<file path="config.mk">
export PLATFORM = sky130hd
export DESIGN_NAME = nn_feature_buffer
export DESIGN_NICKNAME = d
export VERILOG_FILES = /design/src/rtl/nn_feature_buffer.sv
export SDC_FILE = /design/constraint.sdc
export NUM_CORES = 1
export LEC_CHECK = 0
export ABC_AREA = 1
export BUFFER_PORTS_ARGS = -buffer_cell sky130_fd_sc_hd__buf_4
export CORE_ASPECT_RATIO = 1.5
export CORE_UTILIZATION = 44
export DETAILED_ROUTE_END_ITERATION = 7
export PLACE_DENSITY_LB_ADDON = 0.15
export SKIP_LAST_GASP = 1
export SYNTH_ARGS = -nofsm -noshare
export SYNTH_HDL_FRONTEND = slang
export SYNTH_HIERARCHICAL = 1
export SYNTH_SLANG_ARGS = --single-unit
</file>
<file path="constraint.sdc">
create_clock -name clk -period 3.9 [get_ports clk]
set_input_delay 0.585 -clock clk [delete_from_list [all_inputs] [get_ports clk]]
set_output_delay 0.585 -clock clk [all_outputs]
set_load 0.05 [all_outputs]
</file>
<file path="src/rtl/nn_feature_buffer.sv">
// Ping-pong staging buffer: assembles a serial nn_data_t stream into a
// FEATURES-wide vector for nn_Perceptron, one bank filling while the other drains.
package nn_pkg;
  localparam int DATA_W    = 16;
  localparam int FRAC_BITS = 8;
  typedef logic signed [DATA_W-1:0] nn_data_t;
endpackage

// One feature position across both banks.
module nn_fb_lane
  import nn_pkg::*;
(
  input  logic     clk,
  input  logic     rst_n,
  input  logic     we,
  input  logic     wbank,
  input  nn_data_t din,
  input  logic     rbank,
  output nn_data_t dout
);
  nn_data_t mem [2];

  always_ff @(posedge clk) begin
    if (!rst_n) begin
      mem[0] <= '0;
      mem[1] <= '0;
    end else if (we) begin
      mem[wbank] <= din;
    end
  end

  assign dout = mem[rbank];
endmodule

module nn_feature_buffer
  import nn_pkg::*;
#(
  parameter int FEATURES = 11
) (
  input  logic                      clk,
  input  logic                      rst_n,
  input  nn_data_t                  in_data,
  input  logic                      in_valid,
  output logic                      in_ready,
  input  logic                      in_last,
  output nn_data_t [FEATURES-1:0]   vec_o,
  output logic                      vec_v,
  input  logic                      vec_ready,
  output logic                      frame_err
);
  localparam int IW = (FEATURES > 2) ? $clog2(FEATURES) : 1;
  localparam logic [IW-1:0] LAST = IW'(FEATURES - 1);

  logic [1:0]          full;
  logic                wr_bank, rd_bank;
  logic [IW-1:0]       wr_idx;
  logic                acc, drain, at_last, short_f;
  logic [FEATURES-1:0] we;

  assign in_ready = !full[wr_bank];
  assign acc      = in_valid && in_ready;
  assign drain    = vec_v && vec_ready;
  assign at_last  = (wr_idx == LAST);
  // A short frame's terminating word is dropped along with the rest of it.
  assign short_f  = in_last && !at_last;
  assign vec_v    = full[rd_bank];

  genvar i;
  generate
    for (i = 0; i < FEATURES; i++) begin : g_lane
      assign we[i] = acc && !short_f && (wr_idx == IW'(i));
      nn_fb_lane u_lane (
        .clk   (clk),
        .rst_n (rst_n),
        .we    (we[i]),
        .wbank (wr_bank),
        .din   (in_data),
        .rbank (rd_bank),
        .dout  (vec_o[i])
      );
    end
  endgenerate

  // Fill and drain never hit the same bank, so both full updates can coexist.
  always_ff @(posedge clk) begin
    if (!rst_n) begin
      full      <= '0;
      wr_bank   <= 1'b0;
      rd_bank   <= 1'b0;
      wr_idx    <= '0;
      frame_err <= 1'b0;
    end else begin
      frame_err <= 1'b0;
      if (acc) begin
        if (at_last) begin
          full[wr_bank] <= 1'b1;
          wr_bank       <= !wr_bank;
          wr_idx        <= '0;
          frame_err     <= !in_last;
        end else if (in_last) begin
          wr_idx    <= '0;
          frame_err <= 1'b1;
        end else begin
          wr_idx <= wr_idx + IW'(1);
        end
      end
      if (drain) begin
        full[rd_bank] <= 1'b0;
        rd_bank       <= !rd_bank;
      end
    end
  end
endmodule

</file>
==> impl_metrics.toml <==
[sta]
fmax_ghz = 0.3097
post-route-period-util_pct = 82.81
fin_setup_tns_ns = 0
setup_ws_ns = 0.6706
setup_violations = 0
slew-limit-headroom_pct = 50.69
rsz0062_at_grt = "false"
finalMaxSlewViolations = 0
worst_slew_pin_slew_ns = 0.7396
finalClockSkew_ns = 0.01910
hold_viol_final = 0
fin_crit_ns = 3.229
timing.hold.ws_ns = 0.3943

[power_and_ir_drop]
combPwrFrac_pct = 8.3
p_total_mw = 8.416
internal_power_mw = 6.461
net-switching-power_mw = 1.956
p_leak_nw = 8.236
powerDensity_nw_per_um2 = 444.1
p_sw_share_pct = 23.24
irDropWorstVdd_v = 0.0003877
clockPowerShare_pct = 39.2
pwr-share-seq_pct = 52.5

[grt]
grt_max_degree = 119
grt_usage_pct = 20.81
grt_pass1_vias = 10340
grt_pass1_wl_um = 56980
grt_overflow = 0
antenna_found_initial = 0

[logic_synthesis]
synth_cells = 1606
synth.most_common_cell = "inv_1"
synthTopCellsByCount = "378 x inv_1, 360 x nor2_1, 352 x edfxtp_1"
yosysWarningCount = 6
synth_top_area_share_pct = 65.69
yosys.area.top_type = "edfxtp_1"
synth_seq_area_share_pct = 66.81
yosysUniqueCellTypes = 20
syn_area_per_cell_um2 = 10.02
synth_fp_nets = 1632
synth.area.top_cells = "edfxtp_1 66%, inv_1 8.8%, nor2_1 8.4%"
ys_ff_latch = 361
synth-edff-count = 352
synthArstFlopShare_pct = 0
synth-main-ff-cell = "edfxtp_1"
syn-cell-area_um2 = 16090

[setup_path]
cp-startpoint = "wr_idx[0]"
cp-endpoint = "g_lane[1].u_lane/mem[1][9]"
crit_path_end_kind = "flop"
crit-reg2reg-launch = "wr_idx[0]"
crit_required_ns = 4.04
rrSetupSlack_ns = 0.67
arrival_ns = 3.37
regToRegEndpoint = "g_lane[1].u_lane/mem[1][9]"
worst-r2r-cell-count = 8
cp-start-kind = "flop"
crit_fanout = 17
critical_path_class = "reg -> reg"

[clock_tree]
cts_hold_buffers = 0
cts_tree = "built"
clockBufferDepth = 3
clkSinkCount = 361
insertion_delay_ns = 0.53
numCtsBuffers = 36
cts-resized-gates = 0
cts_max_level = 2
post-cts-setup-buffer-count = 0
clockRootBuffer = "clkbuf_16"
clk_pin_slew_ns = 0.06

[drt]
via_per_inst = 4.741
first_iter_violations = 790
drc = 0
wirelength_um = 38360
ant_nets = 0
num_vias = 10881
wl_per_cell_um = 16.71
dr.pass1.iters = 5

[floorplanning]
die_height_um = 236.2
initial_core_util_pct = 44.76
ioPinCount = 200
die_area_um2 = 37350
rows = 85
die_w_um = 158.1
fp.coreArea_um2 = 35950

[finish]
fin_nets = 1819
antenna_cells = 0
drive_above_1_share_pct = 15.19
final_cell_area_um2 = 18950
area_growth_pct = 17.78

[placement]
gp_congestion = 0.8018
numPortBuffers = 199
placed_area_um2 = 17850
place_hpwl_um = 24250
place_ws_ns = 0.6779

[min_path]
hp-class = "in -> reg"
min_path_cells = 4

[status]
status = "completed"

[job]
cap_violations = 0
-- worst max-delay path, cell delays in order (launching register included) --
cell,delay (ns)
dfxtp_1,0.36
inv_1,0.11
ha_1,0.17
nand3_1,0.18
ha_1,0.24
or2_4,0.33
nor3_1,0.37
nand3_2,0.40
nand2_1,0.67
-- area by class of cell --
type                            count  area [um^2]
Clock buffer                       49        970.9
Clock inverter                     13        133.9
Fill cell                        3223        17000
Inverter                          379         1423
Multi-Input combinational cell    810         3507
Sequential cell                   361        10750
Tap cell                          478        598.1
Timing Repair Buffer              205         1564
-- flip-flops by register name (all words and copies together), names as in the netlist --
| signal | count |
|---|---|
| rd_bank | 1 |
| full | 2 |
| frame_err | 1 |
| g_lane.u_lane/mem | 352 |
| wr_bank | 1 |
| wr_idx | 4 |
-- logic make-up after synthesis --
kind of cell / after synthesis / share of synthesized area (%)
adder cells (fa/ha/maj): 5 / 0.3888
buffers and inverters: 435 / 11.39
flip-flops: 361 / 66.81
AND/OR/NAND/NOR: 621 / 15.68
AO/OA/AOI/OAI: 184 / 5.723
-- placed cells by master (no fill, tap or decap), drive strengths merged --
cell / Yosys / final
inv: 379 / 379
nor2: 360 / 360
edfxtp: 352 / 352
nand2: 219 / 219
buf: 45 / 205
o21ai: 179 / 179
clkbuf: 11 / 49
nand3: 29 / 29
nor3: 11 / 11
dfxtp: 9 / 9
clkinv: 0 / 9
a21oi: 5 / 5
ha: 5 / 5
bufinv: 0 / 3
or2: 1 / 1
nand4: 1 / 1
clkinvlp: 0 / 1
-- power groups by stage --
stage | registers, mW | clock network, mW | logic (mW)
2_1_floorplan | 4.49 | 0 | 0.425
3_3_place_gp | 4.50 | 0 | 0.697
3_5_place_dp | 4.50 | 0 | 0.703
4_1_cts | 4.42 | 3.37 | 0.705
5_1_grt | 4.43 | 3.51 | 0.741
6_report | 4.42 | 3.30 | 0.697
-- metrics by stage --
| stage | std cells | util (%) |
|---|---|---|
| floorplan | 1606 | - |
| global placement | 2233 | 49.65 |
| detailed placement | 2233 | 49.65 |
| CTS | 2295 | 52.72 |
| global route | 2295 | 52.72 |
| finish | 2295 | 52.72 |
-- how the worst min path moves through the flow --
stage,startpoint,end
2_1_floorplan,full[1],full[1]
3_3_place_gp,full[1],full[1]
3_5_place_dp,full[1],full[1]
4_1_cts,vec_ready,rd_bank
5_1_grt,in_last,frame_err
6_report,in_valid,wr_idx[2]
-- per-layer routing --
| metal | up-vias | track usage [%] | part of all wire, % |
|---|---|---|---|
| met3 | 66 | 2.995 | 5.5 |
| li1 | 5380 | - | - |
| met5 | - | 0 | 0 |
| met1 | 5105 | 25.13 | 39 |
| met4 | 0 | 8.275 | 3.6 |
| met2 | 330 | 36.79 | 51 |
No activity file was read; power rests on OpenSTA's default activity.
